$ cat config.mk
export PLATFORM = sky130hd
export DESIGN_NAME = uart_wrapper
export DESIGN_NICKNAME = d
export VERILOG_FILES = /design/src/rtl/knights_pkg.sv /design/src/rtl/uart_wrapper_uart.sv /design/src/rtl/uart_wrapper.sv
export SDC_FILE = /design/constraint.sdc
export NUM_CORES = 1
export LEC_CHECK = 0
export CORE_UTILIZATION = 40
export CTS_CLUSTER_DIAMETER = 80
export DETAILED_ROUTE_END_ITERATION = 8
export DONT_BUFFER_PORTS = 1
export MAX_ROUTING_LAYER = met4
export PLACE_DENSITY_LB_ADDON = 0.05
export REMOVE_ABC_BUFFERS = 1
export SETUP_SLACK_MARGIN = 0.1
export SLEW_MARGIN = 20
export SYNTH_ARGS = -nofsm -noshare
export SYNTH_HDL_FRONTEND = slang
export SYNTH_SLANG_ARGS = --single-unit
$ cat constraint.sdc
create_clock -name clk -period 2.7 [get_ports clk]
set_input_delay 0.27 -clock clk [delete_from_list [all_inputs] [get_ports clk]]
set_output_delay 0.27 -clock clk [all_outputs]
set_load 0.005 [all_outputs]
$ cat src/rtl/knights_pkg.sv
// Shared constants and types for the command/response UART wrapper.
package knights_pkg;

  localparam int unsigned BAUD_DIV_DEF = 2604;
  localparam int unsigned TIMEOUT_DEF  = 1_000_000;
  localparam int unsigned FRAME_BITS   = 10;

  typedef enum logic {
    IDLE     = 1'b0,
    LOW_WAIT = 1'b1
  } cmd_state_t;

  typedef struct packed {
    logic [7:0] hi;
    logic [7:0] lo;
  } cmd_t;

endpackage

$ cat src/rtl/uart_wrapper_uart.sv
// 8N1 UART: independent receiver and transmitter sharing one clock.
module UART
  import knights_pkg::*;
#(
  parameter int unsigned BAUD_DIV = BAUD_DIV_DEF
) (
  input  logic       clk,
  input  logic       rst_n,
  input  logic       RX,
  output logic       TX,
  output logic       rx_rdy,
  input  logic       clr_rx_rdy,
  output logic [7:0] rx_data,
  input  logic       trmt,
  input  logic [7:0] tx_data,
  output logic       tx_done
);

  localparam int unsigned BAUD_W = $clog2(BAUD_DIV + 1);
  localparam int unsigned BIT_W  = 4;

  // ---------------- transmitter ----------------
  logic [9:0]        tx_shft;
  logic [BAUD_W-1:0] tx_baud;
  logic [BIT_W-1:0]  tx_bits;
  logic              tx_busy;
  logic              tx_baud_end_c;

  assign tx_baud_end_c = (tx_baud == BAUD_W'(BAUD_DIV - 1));

  // Shift register idles all-ones so TX rests high; trmt is ignored while busy.
  always_ff @(posedge clk or negedge rst_n) begin
    if (!rst_n) begin
      tx_shft <= '1;
      tx_baud <= '0;
      tx_bits <= '0;
      tx_busy <= 1'b0;
      tx_done <= 1'b0;
    end else if (trmt && !tx_busy) begin
      tx_shft <= {1'b1, tx_data, 1'b0};
      tx_baud <= '0;
      tx_bits <= '0;
      tx_busy <= 1'b1;
      tx_done <= 1'b0;
    end else if (tx_busy) begin
      if (tx_baud_end_c) begin
        tx_baud <= '0;
        tx_shft <= {1'b1, tx_shft[9:1]};
        tx_bits <= tx_bits + BIT_W'(1);
        if (tx_bits == BIT_W'(FRAME_BITS - 1)) begin
          tx_busy <= 1'b0;
          tx_done <= 1'b1;
        end
      end else begin
        tx_baud <= tx_baud + BAUD_W'(1);
      end
    end
  end

  assign TX = tx_shft[0];

  // ---------------- receiver ----------------
  logic              rx_ff1, rx_ff2;
  logic [7:0]        rx_shft;
  logic [BAUD_W-1:0] rx_baud;
  logic [BIT_W-1:0]  rx_bits;
  logic              rx_busy;
  logic              rx_start_c, rx_sample_c, rx_done_c;

  always_ff @(posedge clk or negedge rst_n) begin
    if (!rst_n) begin
      rx_ff1 <= 1'b1;
      rx_ff2 <= 1'b1;
    end else begin
      rx_ff1 <= RX;
      rx_ff2 <= rx_ff1;
    end
  end

  assign rx_start_c  = !rx_busy && !rx_ff2;
  assign rx_sample_c = rx_busy && (rx_baud == '0);
  assign rx_done_c   = rx_sample_c && (rx_bits == BIT_W'(FRAME_BITS - 1)) && rx_ff2;

  // Samples mid-bit; a start bit that is high again at its midpoint is dropped as a glitch.
  always_ff @(posedge clk or negedge rst_n) begin
    if (!rst_n) begin
      rx_busy <= 1'b0;
      rx_baud <= '0;
      rx_bits <= '0;
      rx_shft <= '0;
    end else if (rx_start_c) begin
      rx_busy <= 1'b1;
      rx_baud <= BAUD_W'(BAUD_DIV / 2);
      rx_bits <= '0;
    end else if (rx_sample_c) begin
      rx_baud <= BAUD_W'(BAUD_DIV - 1);
      rx_bits <= rx_bits + BIT_W'(1);
      if (rx_bits != '0 && rx_bits != BIT_W'(FRAME_BITS - 1))
        rx_shft <= {rx_ff2, rx_shft[7:1]};
      if ((rx_bits == '0 && rx_ff2) || rx_bits == BIT_W'(FRAME_BITS - 1))
        rx_busy <= 1'b0;
    end else if (rx_busy) begin
      rx_baud <= rx_baud - BAUD_W'(1);
    end
  end

  always_ff @(posedge clk or negedge rst_n) begin
    if (!rst_n)                         rx_rdy <= 1'b0;
    else if (rx_done_c)                 rx_rdy <= 1'b1;
    else if (clr_rx_rdy || rx_start_c)  rx_rdy <= 1'b0;
  end

  assign rx_data = rx_shft;

endmodule

$ cat src/rtl/uart_wrapper.sv
// Assembles two received bytes (high first) into a 16-bit command and
// forwards single response bytes to the UART transmitter.
module uart_wrapper
  import knights_pkg::*;
#(
  parameter int unsigned BAUD_DIV = BAUD_DIV_DEF,
  parameter int unsigned TIMEOUT  = TIMEOUT_DEF
) (
  input  logic        clk,
  input  logic        rst_n,
  input  logic        RX,
  output logic        TX,
  output logic [15:0] cmd,
  output logic        cmd_rdy,
  input  logic        clr_cmd_rdy,
  input  logic [7:0]  resp,
  input  logic        trmt,
  output logic        tx_done
);

  localparam int unsigned TMR_W = $clog2(TIMEOUT + 1);

  logic             rx_rdy;
  logic [7:0]       rx_data;
  logic             clr_rx_rdy_c;
  cmd_state_t       state, nxt_state;
  cmd_t             cmd_q;
  logic [TMR_W-1:0] tmr;
  logic             cap_hi_c, cap_lo_c, tmr_inc_c;

  UART #(.BAUD_DIV(BAUD_DIV)) u_uart (
    .clk        (clk),
    .rst_n      (rst_n),
    .RX         (RX),
    .TX         (TX),
    .rx_rdy     (rx_rdy),
    .clr_rx_rdy (clr_rx_rdy_c),
    .rx_data    (rx_data),
    .trmt       (trmt),
    .tx_data    (resp),
    .tx_done    (tx_done)
  );

  always_ff @(posedge clk or negedge rst_n) begin
    if (!rst_n) state <= IDLE;
    else        state <= nxt_state;
  end

  // Byte-pair assembly; a stale high byte is abandoned when the timer expires.
  always_comb begin
    nxt_state    = state;
    clr_rx_rdy_c = 1'b0;
    cap_hi_c     = 1'b0;
    cap_lo_c     = 1'b0;
    tmr_inc_c    = 1'b0;
    case (state)
      IDLE: begin
        if (rx_rdy) begin
          clr_rx_rdy_c = 1'b1;
          cap_hi_c     = 1'b1;
          nxt_state    = LOW_WAIT;
        end
      end
      LOW_WAIT: begin
        if (rx_rdy) begin
          clr_rx_rdy_c = 1'b1;
          cap_lo_c     = 1'b1;
          nxt_state    = IDLE;
        end else if (tmr == TMR_W'(TIMEOUT - 1)) begin
          nxt_state = IDLE;
        end else begin
          tmr_inc_c = 1'b1;
        end
      end
      default: nxt_state = IDLE;
    endcase
  end

  always_ff @(posedge clk or negedge rst_n) begin
    if (!rst_n)         tmr <= '0;
    else if (tmr_inc_c) tmr <= tmr + TMR_W'(1);
    else                tmr <= '0;
  end

  always_ff @(posedge clk or negedge rst_n) begin
    if (!rst_n) begin
      cmd_q <= '0;
    end else begin
      if (cap_hi_c) cmd_q.hi <= rx_data;
      if (cap_lo_c) cmd_q.lo <= rx_data;
    end
  end

  // Completion of a pair beats a coincident consumer acknowledge.
  always_ff @(posedge clk or negedge rst_n) begin
    if (!rst_n)                         cmd_rdy <= 1'b0;
    else if (cap_lo_c)                  cmd_rdy <= 1'b1;
    else if (cap_hi_c || clr_cmd_rdy)   cmd_rdy <= 1'b0;
  end

  assign cmd = cmd_q;

endmodule

==> results.sh, run 1 <==
export IMPL_htree_levels=3
export IMPL_worst_ep_required_time_ns=2.96
export IMPL_vias=3050
export IMPL_hp_start="resp[6]"
export IMPL_outcome="completed"
export IMPL_dp_hpwl_um=5710
export IMPL_synthToLayoutAreaGrowth_pct=9.83
export IMPL_critPathLaunchType="flip-flop"
export IMPL_synth_edf_count=0
export IMPL_cts_sinks=93
export IMPL_clk_pin_slew_ns=0.10
export IMPL_p_comb_frac=0.094
export IMPL_layout_drive_gt1_share=0.175
export IMPL_path_cells="inv_1 -> ha_1 -> or4bb_4 -> or4_1 -> buf_4 -> nor2_8 -> mux2_2"
export IMPL_async_flop_share=1.00
export IMPL_power_switching_mw=0.846
export IMPL_die_area_mm2=0.0114
export IMPL_cts_tree="yes"
export IMPL_io_buffers=0
export IMPL_critPathBufInv=2
export IMPL_drtPass1Iterations=5
export IMPL_grt_pass1_vias=2996
export IMPL_power_per_cell_area_mw_per_mm2=613
export IMPL_slowest_stage="or4bb_4"
export IMPL_viasPerCell=5.45
export IMPL_p_leak_nw=2.11
export IMPL_grt_pass1_wl_um=14800
export IMPL_setup_viol=0
export IMPL_clk_path_buf_depth=2
export IMPL_hold_viol=0
export IMPL_fp_dieH_um=107
export IMPL_p_seq_frac=0.568
export IMPL_remaining_drc_errors=0
export IMPL_grt_usage=0.169
export IMPL_nFillCells=979
export IMPL_clock_latency_ns=0.37
export IMPL_regArea_mm2=0.00234
export IMPL_antennaDiodeCount=0
export IMPL_multi_input_area_mm2=0.00195
export IMPL_hold_end="u_uart.tx_shft[7]"
export IMPL_timing_rr_end="u_uart.rx_data[5]"
export IMPL_io_pins=32
export IMPL_setup_worst_path_class="flip-flop to flip-flop"
export IMPL_die_w_um=107
export IMPL_swShare=0.285
export IMPL_gp_congestion=0.785
export IMPL_syn_cell_area_mm2=0.00440
export IMPL_ff2ff_path_depth=7
export IMPL_wl_per_cell_um=15.3
export IMPL_period_minus_slack_ns=2.41
export IMPL_hp_class="input pin to flip-flop"
export IMPL_yosys_register_bits=93
export IMPL_cp_arrival_ns=2.67
export IMPL_num_nets_final=441
export IMPL_finalPower_mw=2.96
export IMPL_slew_viol_final=0
export IMPL_synth_distinct_cells=56
export IMPL_cts_root_buffer="clkbuf_8"
export IMPL_tns_ns=0
export IMPL_ir_worst_vdd_mv=0.322
export IMPL_avgSynthCellArea_um2=10.6
export IMPL_crit_family="simple AND/OR/NAND/NOR gates"
export IMPL_r2r_start="u_uart.rx_baud[0]"
export IMPL_hold_depth=2
export IMPL_fmax_mhz=414
export IMPL_ys_seq_area_frac=0.532
export IMPL_fin_worst_skew_ns=0.00907
export IMPL_post_route_period_util=0.894
export IMPL_detail_route_antenna_nets=0
export IMPL_path_max_fanout=9
export IMPL_rsz0062_at_grt="no"
export IMPL_grt_max_degree=94
export IMPL_cts_buffers=9
export IMPL_max_cap_violations=0
export IMPL_synth_warnings=0
export IMPL_post_cts_buffers=0
export IMPL_grt_overflow_total=0
export IMPL_p_int_mw=2.12
export IMPL_slew_headroom=0.547
export IMPL_initial_core_util=0.419
export IMPL_synthCells=414
export IMPL_antenna_found_initial=0
export IMPL_power_frac_clock=0.338
export IMPL_wl_um=8570
export IMPL_ys_flop_type="dfrtp_1"
export IMPL_rows=37
export IMPL_rrSetupSlack_ns=0.29
export IMPL_core_area_mm2=0.0105
export IMPL_worst_pin_slew_ns=0.678
export IMPL_drt_iter0_markers=156
export IMPL_end_kind="flip-flop"
export IMPL_crit_path_max_incr_delay_ns=0.54
-- power groups by stage --
| stage | Sequential [mW] | Combinational [mW] | Clock [mW] |
|---|---|---|---|
| 5_1_grt | 1.71 | 0.324 | 1.10 |
| 4_1_cts | 1.68 | 0.282 | 1.05 |
| 2_1_floorplan | 1.66 | 0.209 | 0 |
| 6_report | 1.68 | 0.278 | 1.00 |
| 3_3_place_gp | 1.70 | 0.240 | 0 |
| 3_5_place_dp | 1.71 | 0.248 | 0 |
-- state kept, by name, summed over array words and instances, names as in the netlist --
name,cells
cmd,16
cmd_rdy,1
state,1
tmr,20
u_uart.rx_baud,12
u_uart.rx_bits,4
u_uart.rx_busy,1
u_uart.rx_data,8
u_uart.rx_ff1,1
u_uart.rx_ff2,1
u_uart.rx_rdy,1
u_uart.tx_baud,12
u_uart.tx_bits,4
u_uart.tx_busy,1
u_uart.tx_done,1
u_uart.tx_shft,9
-- cells by family after synthesis --
kind of cell / count (synthesis) / share of synthesized area
and+or+nand+nor: 158 / 0.191
adders and majority gates: 9 / 0.0256
AOI/OAI and AO/OA: 80 / 0.119
DFF: 93 / 0.532
buffers and inverters: 31 / 0.0290
xor gates and xnor gates: 16 / 0.0318
muxes: 27 / 0.0722
-- worst reg2reg max path: stages (launching register included) --
cell	delay (ns)
dfrtp_1	0.41
inv_1	0.11
ha_1	0.15
or4bb_4	0.54
or4_1	0.40
buf_4	0.19
nor2_8	0.15
mux2_2	0.35
-- placed cells by master, fill, tap and decap left out, types with 6 or more instances in the layout --
cell	n
buf_4	9
nand2_1	41
nor3_1	10
o21ai_0	20
mux2_2	24
xor2_1	9
nor4_1	6
a21oi_1	16
nand3_1	15
dfrtp_1	82
or3_1	7
o31ai_1	6
nor2_1	32
inv_1	13
xnor2_1	7
a22oi_1	7
a31oi_1	9
or4_1	8
nand4_1	6
ha_1	9
clkbuf_8	9
dfstp_2	11
-- cell usage after synthesis (2+ instances only) --
cell,n,area (µm²)
a22oi_1,7,52.6
buf_2,3,15.0
nor3_1,10,50.1
clkbuf_1,12,45.0
nand3_1,15,75.1
nor2_1,32,120
a31oi_1,9,56.3
or4_1,8,60.1
dfrtp_1,82,2050
or3_1,7,43.8
xor2_1,9,78.8
a21oi_1,16,80.1
nand3b_1,3,22.5
ha_1,9,113
a221o_1,3,30.0
nor4_1,6,37.5
dfstp_2,11,289
and3_1,5,31.3
or2_2,4,25.0
a41oi_1,5,43.8
o31ai_1,6,45.0
mux2_2,24,270
inv_1,13,48.8
nor2b_1,3,18.8
nand2_1,41,154
a211oi_1,3,22.5
a311oi_1,2,17.5
nand2b_1,5,31.3
a31o_2,2,17.5
and4_1,2,17.5
nand4_1,6,37.5
xnor2_1,7,61.3
buf_1,2,7.51
o21ai_0,20,100
-- layer usage --
| layer | routed length [µm] | share of wire | GRT usage |
|---|---|---|---|
| met2 | 3800 | 0.44 | 0.247 |
| met4 | 88 | 0.010 | 0.0528 |
| met3 | 333 | 0.039 | 0.0426 |
| met1 | 4350 | 0.51 | 0.231 |
| met5 | 0 | 0 | - |
-- per-stage QoR --
step | setup WS [ns] | instance area (µm²) | std cells | hold WS (ns) | utilization
4_1_cts | 0.140 | 4830 | 560 | 0.00755 | 0.460
3_5_place_dp | 0.140 | 4570 | 541 | -0.0232 | 0.435
6_report | 0.286 | 4840 | 560 | 0.0288 | 0.460
2_1_floorplan | -0.00744 | 4330 | 396 | -0.0256 | -
3_3_place_gp | 0.189 | 4570 | 541 | -0.0229 | 0.435
5_1_grt | 0.177 | 4840 | 560 | 0.00116 | 0.460
-- final cells by class --
cell class / count / area share
Sequential cell: 93 / 0.484
Multi-Input combinational cell: 290 / 0.402
Tap cell: 136 / 0.0352
Clock buffer: 9 / 0.0256
Timing Repair Buffer: 12 / 0.0238
Clock inverter: 7 / 0.0191
Inverter: 13 / 0.0101
-- timing repair --
action,4_1_cts,5_1_grt
hold endpoints to repair,94,0
hold buffers,3,0
resized for setup,0,1
endpoints found under the setup margin,0,8
-- worst max path at each step --
stage                     cells past startpoint              start           endpoint  slack (ns)
after floorplan                               4            tmr[16]            tmr[10]      -0.007
after global placement                        7  u_uart.rx_baud[0]  u_uart.rx_data[5]        0.19
after detailed placement                      7  u_uart.rx_baud[0]  u_uart.rx_data[2]        0.14
after CTS                                     7  u_uart.rx_baud[0]  u_uart.rx_data[5]        0.14
after global routing                          7  u_uart.rx_baud[0]  u_uart.rx_data[5]        0.18
final                                         7  u_uart.rx_baud[0]  u_uart.rx_data[5]        0.29
Note: power is estimated with default switching activity, not from simulation.
==> run 2: changes to the inputs <==
--- a/config.mk
+++ b/config.mk
@@ -5,7 +5,9 @@
 export SDC_FILE = /design/constraint.sdc
 export NUM_CORES = 1
 export LEC_CHECK = 0
+export CORE_MARGIN = 2
 export CORE_UTILIZATION = 40
+export CTS_BUF_LIST = sky130_fd_sc_hd__clkbuf_16
 export CTS_CLUSTER_DIAMETER = 80
 export DETAILED_ROUTE_END_ITERATION = 8
 export DONT_BUFFER_PORTS = 1
@@ -13,7 +15,7 @@
 export PLACE_DENSITY_LB_ADDON = 0.05
 export REMOVE_ABC_BUFFERS = 1
 export SETUP_SLACK_MARGIN = 0.1
-export SLEW_MARGIN = 20
+export SLEW_MARGIN = 25
 export SYNTH_ARGS = -nofsm -noshare
 export SYNTH_HDL_FRONTEND = slang
 export SYNTH_SLANG_ARGS = --single-unit
==> run 2 against run 1 <==
  * Via count is 0.26% lower
  * Cell count is 0.54% higher
  * Maximum frequency is 3.3% lower
  * Critical path depth is 1 lower
  * Critical endpoint is now u_uart.rx_data[1]
  * Largest power group unchanged
  * Highest routed layer unchanged
==> results.sh, run 2 (synthesized netlist as in run 1, its figures left out) <==
export IMPL_timing_rr_end="u_uart.rx_data[1]"
export IMPL_outcome="completed"
export IMPL_most_common_layout_cells="dfrtp_1, nand2_1, nor2_1"
export IMPL_hp_class="input pin to flip-flop"
export IMPL_antenna_found_initial=0
export IMPL_vias=3042
export IMPL_p_comb_frac=0.086
export IMPL_core_area_mm2=0.0108
export IMPL_wl_um=8640
export IMPL_num_nets_final=441
export IMPL_clk_pin_slew_ns=0.07
export IMPL_largest_register_ffs=20
export IMPL_rrSetupSlack_ns=0.20
export IMPL_path_max_fanout=8
export IMPL_power_switching_mw=0.857
export IMPL_cp_startpoint="u_uart.rx_baud[0]"
export IMPL_setup_viol=0
export IMPL_setup_worst_path_class="flip-flop to flip-flop"
export IMPL_layout_drive_gt1_share=0.175
export IMPL_power_per_cell_area_mw_per_mm2=659
export IMPL_r2r_start="u_uart.rx_baud[0]"
export IMPL_initial_core_util=0.408
export IMPL_wl_per_cell_um=15.3
export IMPL_die_w_um=109
export IMPL_max_flop_register="tmr"
export IMPL_critPathLaunchType="flip-flop"
export IMPL_cp_arrival_ns=2.73
export IMPL_period_minus_slack_ns=2.50
export IMPL_utilization=0.456
export IMPL_power_frac_clock=0.394
export IMPL_hold_slack_ns=0.0497
export IMPL_fin_worst_skew_ns=0.00675
export IMPL_io_buffers=0
export IMPL_post_route_period_util=0.925
export IMPL_cts_buffers=9
export IMPL_grt_max_degree=94
export IMPL_dp_hpwl_um=5650
export IMPL_clock_latency_ns=0.35
export IMPL_worst_ep_required_time_ns=2.93
export IMPL_rows=38
export IMPL_drtPass1Iterations=4
export IMPL_worst_pin_slew_ns=0.925
export IMPL_grt_pass1_wl_um=14800
export IMPL_p_int_mw=2.39
export IMPL_p_leak_nw=2.14
export IMPL_synthToLayoutAreaGrowth_pct=11.8
export IMPL_grt_pass1_vias=3039
export IMPL_p_seq_frac=0.520
export IMPL_antennaDiodeCount=0
export IMPL_fmax_mhz=401
export IMPL_io_pins=32
export IMPL_gp_congestion=0.730
export IMPL_ff2ff_path_depth=6
export IMPL_die_area_mm2=0.0119
export IMPL_ir_worst_vdd_mv=0.400
export IMPL_detail_route_antenna_nets=0
export IMPL_cts_tree="yes"
export IMPL_final_common_cell="dfrtp_1"
export IMPL_remaining_drc_errors=0
export IMPL_drt_iter0_markers=128
export IMPL_grt_usage=0.165
export IMPL_grt_overflow_total=0
export IMPL_rsz0062_at_grt="no"
export IMPL_swShare=0.264
export IMPL_slew_headroom=0.381
export IMPL_cts_root_buffer="clkbuf_16"
export IMPL_max_cap_violations=0
export IMPL_post_cts_buffers=0
export IMPL_slew_viol_final=0
export IMPL_nFillCells=1011
export IMPL_cts_sinks=93
export IMPL_end_kind="flip-flop"
export IMPL_htree_levels=3
export IMPL_crit_path_end="u_uart.rx_data[1]"
export IMPL_fp_dieH_um=109
export IMPL_hold_viol=0
export IMPL_clk_path_buf_depth=2
export IMPL_viasPerCell=5.40
run 2: cell count changes in the layout (fill, tap and decap cells not counted):
cell        previous run  this run
or4bb_2                0         1
or4_1                  8         7
inv_8                  1         0
inv_6                  2         3
clkinvlp_4             0         2
clkbuf_8               9         0
or4_4                  1         2
clkbuf_16              0         9
or4bb_4                1         0
clkinv_8               1         0
clkinv_4               2         0
run 2: power groups by stage:
stage | clock [mW] | sequential, mW | combinational, mW
floorplan | 0 | 1.66 | 0.209
global placement | 0 | 1.71 | 0.240
detailed placement | 0 | 1.71 | 0.247
CTS | 1.33 | 1.69 | 0.284
global route | 1.40 | 1.71 | 0.331
finish | 1.28 | 1.69 | 0.278
run 2: through the flow:
stage | power, mW | instance area (µm²) | TNS, ns | setup WS [ns] | cells
6_report | 3.25 | 4920 | 0 | 0.203 | 563
2_1_floorplan | 1.87 | 4330 | -0.0892 | -0.00744 | 396
4_1_cts | 3.30 | 4920 | 0 | 0.184 | 563
3_5_place_dp | 1.96 | 4580 | 0 | 0.0470 | 545
5_1_grt | 3.44 | 4920 | 0 | 0.105 | 563
3_3_place_gp | 1.95 | 4580 | 0 | 0.0963 | 545
run 2: worst min-delay path by stage:
stage            start                end  slack (ns)  cells after the start
2_1_floorplan    rst_n             cmd[0]       -0.03                      0
3_3_place_gp     rst_n            tmr[12]       -0.02                      0
3_5_place_dp     rst_n            tmr[13]       -0.02                      0
4_1_cts        resp[5]  u_uart.tx_shft[6]        0.04                      2
5_1_grt        resp[2]  u_uart.tx_shft[3]        0.06                      2
6_report       resp[5]  u_uart.tx_shft[6]        0.05                      2
run 2: what timing repair did:
action                                  4_1_cts  5_1_grt
hold buffers                                  3        0
pin swaps                                     0        1
endpoints found under the hold margin        94        0
endpoints found under the setup margin        8        7
gates resized for setup                       1        0
run 2: layout make-up:
class / instances / area [µm²] / area share
flip-flops and latches: 93 / 2340 / 0.475
multi-input cells: 290 / 1950 / 0.395
clock buffers: 9 / 225 / 0.0457
well taps: 140 / 175 / 0.0356
repair buffers: 12 / 115 / 0.0234
clock inverters: 6 / 71.3 / 0.0145
inverters: 13 / 48.8 / 0.00991
run 2: critical path: stages, from the launching register on:
cell and delay, ns:
dfrtp_1 0.40, inv_1 0.11, ha_1 0.14, or4bb_2 0.66
or4_4 0.53, nor2_8 0.18, mux2_2 0.36
run 2: layer usage:
| metal | global-route usage | vias up | share of wire |
|---|---|---|---|
| met4 | 0.0824 | 0 | 0.022 |
| met1 | 0.212 | 1478 | 0.48 |
| met5 | - | - | 0 |
| li1 | - | 1508 | - |
| met3 | 0.0359 | 14 | 0.036 |
| met2 | 0.248 | 42 | 0.46 |
==> run 3: changes to the inputs <==
--- a/config.mk
+++ b/config.mk
@@ -5,12 +5,14 @@
 export SDC_FILE = /design/constraint.sdc
 export NUM_CORES = 1
 export LEC_CHECK = 0
+export ABC_AREA = 1
 export CORE_MARGIN = 2
 export CORE_UTILIZATION = 40
 export CTS_BUF_LIST = sky130_fd_sc_hd__clkbuf_16
 export CTS_CLUSTER_DIAMETER = 80
 export DETAILED_ROUTE_END_ITERATION = 8
 export DONT_BUFFER_PORTS = 1
+export HOLD_SLACK_MARGIN = 0.03
 export MAX_ROUTING_LAYER = met4
 export PLACE_DENSITY_LB_ADDON = 0.05
 export REMOVE_ABC_BUFFERS = 1
==> run 3 against run 2 <==
  * Cell count rose by 25%
  * Largest cell class unchanged
  * Hold slack got worse by 0.0095 ns
  * Largest power group unchanged
  * Total power fell by 2.6%
  * Clock power barely moved
  * Die area rose by 3.8%
  * Via count rose by 11%
  * Non-clock buffer count fell by 9
  * Clock skew rose by 0.0038 ns
  * Clock-buffer cell count did not move
  * Worst setup slack improved by 0.79 ns
  * Critical path depth rose by 1
  * Maximum frequency rose by 46%
  * Critical endpoint unchanged
==> results.sh, run 3 <==
export IMPL_synth_top_area_share=0.448
export IMPL_viasPerCell=4.82
export IMPL_clk_path_buf_depth=2
export IMPL_synth_warnings=0
export IMPL_drtPass1Iterations=4
export IMPL_end_kind="flip-flop"
export IMPL_post_route_period_util=0.632
export IMPL_ir_worst_vdd_mv=0.420
export IMPL_slew_headroom=0.639
export IMPL_place_inst=684
export IMPL_die_area_mm2=0.0123
export IMPL_grt_max_degree=94
export IMPL_worst_ep_required_time_ns=2.94
export IMPL_core_area_mm2=0.0113
export IMPL_remaining_drc_errors=0
export IMPL_critPathBufInv=1
export IMPL_ys_flop_type="dfrtp_1"
export IMPL_io_pins=32
export IMPL_grt_use_met2=0.246
export IMPL_fp_dieH_um=111
export IMPL_gp_congestion=0.831
export IMPL_synth_edf_count=0
export IMPL_crit_path_max_incr_delay_ns=0.62
export IMPL_wl_um=8720
export IMPL_ff2ff_path_depth=7
export IMPL_grtUsageMet3=0.0344
export IMPL_synthMuxAreaShare=0
export IMPL_setup_viol=0
export IMPL_critPathLaunchType="flip-flop"
export IMPL_slowest_stage="dfrtp_1"
export IMPL_synth_area_leaders="dfrtp_1, nand2_1, dfstp_2, nor2_1, nand3_1"
export IMPL_die_w_um=111
export IMPL_grt_usage=0.161
export IMPL_tns_ns=0
export IMPL_grt_met1_usage=0.205
export IMPL_grt_pass1_wl_um=15600
export IMPL_synth_fa_ha_area_frac=0.0246
export IMPL_drt_iter0_markers=169
export IMPL_grt_overflow_total=0
export IMPL_synth_top_area_cell="dfrtp_1"
export IMPL_cp_arrival_ns=1.94
export IMPL_vias=3387
export IMPL_htree_levels=3
export IMPL_dp_hpwl_um=5840
export IMPL_regArea_mm2=0.00234
export IMPL_layout_drive_gt1_share=0.0964
export IMPL_avgSynthCellArea_um2=8.35
export IMPL_num_nets_final=577
export IMPL_worst_pin_slew_ns=0.540
export IMPL_synthCells=548
export IMPL_crit_path_end="u_uart.rx_data[1]"
export IMPL_path_cells="nand3_1 -> nor2_2 -> nand2_4 -> inv_6 -> nand3_4 -> nand2_1 -> o21ai_2"
export IMPL_final_cells=703
export IMPL_ys_top_cells_by_count="nand2_1, dfrtp_1, nor2_1"
export IMPL_initial_core_util=0.406
export IMPL_largest_register_ffs=20
export IMPL_antennaDiodeCount=0
export IMPL_nFillCells=1095
export IMPL_grt_pass1_vias=3391
export IMPL_multi_input_area_mm2=0.00198
export IMPL_r2r_start="u_uart.rx_busy"
export IMPL_p_leak_nw=2.21
export IMPL_dpl_instance_area_mm2=0.00470
export IMPL_final_common_cell="nand2_1"
export IMPL_ys_seq_area_frac=0.512
export IMPL_top_usage_layer="met2"
export IMPL_crit_family="simple AND/OR/NAND/NOR gates"
export IMPL_synth_distinct_cells=32
export IMPL_most_common_layout_cells="nand2_1, dfrtp_1, nor2_1"
export IMPL_cts_buffers=9
export IMPL_synth_compound_area_frac=0.0722
export IMPL_yosys_register_bits=93
export IMPL_rsz0062_at_grt="no"
export IMPL_cts_root_buffer="clkbuf_16"
export IMPL_detail_route_antenna_nets=0
export IMPL_fin_worst_skew_ns=0.0105
export IMPL_max_flop_register="tmr"
export IMPL_max_cap_violations=0
export IMPL_rrSetupSlack_ns=0.99
export IMPL_synth_top_family_by_area="simple AND/OR/NAND/NOR gates"
export IMPL_crit_cells=7
export IMPL_wl_per_cell_um=12.4
export IMPL_final_area_mm2=0.00506
export IMPL_timing_rr_end="u_uart.rx_data[1]"
export IMPL_outcome="completed"
export IMPL_antenna_found_initial=0
export IMPL_setup_worst_path_class="flip-flop to flip-flop"
export IMPL_cts_sinks=93
export IMPL_fmax_mhz=586
export IMPL_slew_viol_final=0
export IMPL_hold_viol=0
export IMPL_post_cts_buffers=0
export IMPL_power_per_cell_area_mw_per_mm2=625
export IMPL_period_minus_slack_ns=1.71
export IMPL_io_buffers=0
export IMPL_yosys_area_share_simple=0.288
export IMPL_synthXorXnorAreaFrac=0.0479
export IMPL_yosysMostFrequentCell="nand2_1"
export IMPL_syn_cell_area_mm2=0.00458
export IMPL_async_flop_share=1.00
export IMPL_clk_pin_slew_ns=0.07
export IMPL_hp_class="input pin to flip-flop"
export IMPL_synthToLayoutAreaGrowth_pct=10.5
export IMPL_path_max_fanout=16
export IMPL_clock_latency_ns=0.35
export IMPL_rows=39
export IMPL_cts_tree="yes"
export IMPL_cp_startpoint="u_uart.rx_busy"
==> run 3: layer usage <==
layer / routed length, µm / up-vias
met5: 0 / -
met4: 186 / 0
met3: 280 / 14
met1: 4360 / 1560
li1: - / 1761
met2: 3900 / 52
==> run 3: how the worst min path moves through the flow <==
| stage | from | endpoint | cells past startpoint |
|---|---|---|---|
| after floorplan | rst_n | cmd[0] | 0 |
| after global placement | rst_n | tmr[5] | 0 |
| after detailed placement | rst_n | tmr[3] | 0 |
| after CTS | resp[6] | u_uart.tx_shft[7] | 2 |
| after global routing | resp[6] | u_uart.tx_shft[7] | 2 |
| final | resp[6] | u_uart.tx_shft[7] | 2 |
==> run 3: cells by family after synthesis <==
family / Yosys count
AOI/OAI and AO/OA: 56
xor gates and xnor gates: 25
adders and majority gates: 9
buffers and inverters: 60
DFF: 93
and+or+nand+nor: 305
==> run 3: report_power, final <==
| part | switching [mW] | internal, mW |
|---|---|---|
| sequential | 0.0931 | 1.50 |
| clock | 0.572 | 0.731 |
| combinational | 0.164 | 0.106 |
| total | 0.829 | 2.33 |
==> run 3: repair_timing <==
action	4_1_cts	5_1_grt
hold buffers	3	0
gates resized for setup	0	0
endpoints found under the hold margin	94	0
==> run 3: cell type report <==
cell class,instances,share of cell area
Timing Repair Buffer,3,0.00940
Sequential cell,93,0.463
Multi-Input combinational cell,395,0.392
Inverter,53,0.0403
Clock buffer,9,0.0445
Tap cell,143,0.0354
Clock inverter,7,0.0156
==> run 3: worst register-to-register path, delay by kind of cell, from the launching register on <==
family                 cells  cell delay, ns
AND/OR/NAND/NOR            5            0.79
flip-flops                 1            0.62
buffers and inverters      1            0.12
AO/OA/AOI/OAI              1            0.06
==> run 3: metrics by stage <==
step | utilization | setup WS, ns | power (mW) | hold WS, ns
2_1_floorplan | - | 1.21 | 1.79 | -0.0256
5_1_grt | 0.449 | 0.765 | 3.33 | 0.0417
3_3_place_gp | 0.417 | 1.02 | 1.85 | -0.0222
4_1_cts | 0.449 | 0.972 | 3.22 | 0.0318
6_report | 0.449 | 0.993 | 3.16 | 0.0402
3_5_place_dp | 0.417 | 0.998 | 1.85 | -0.0223
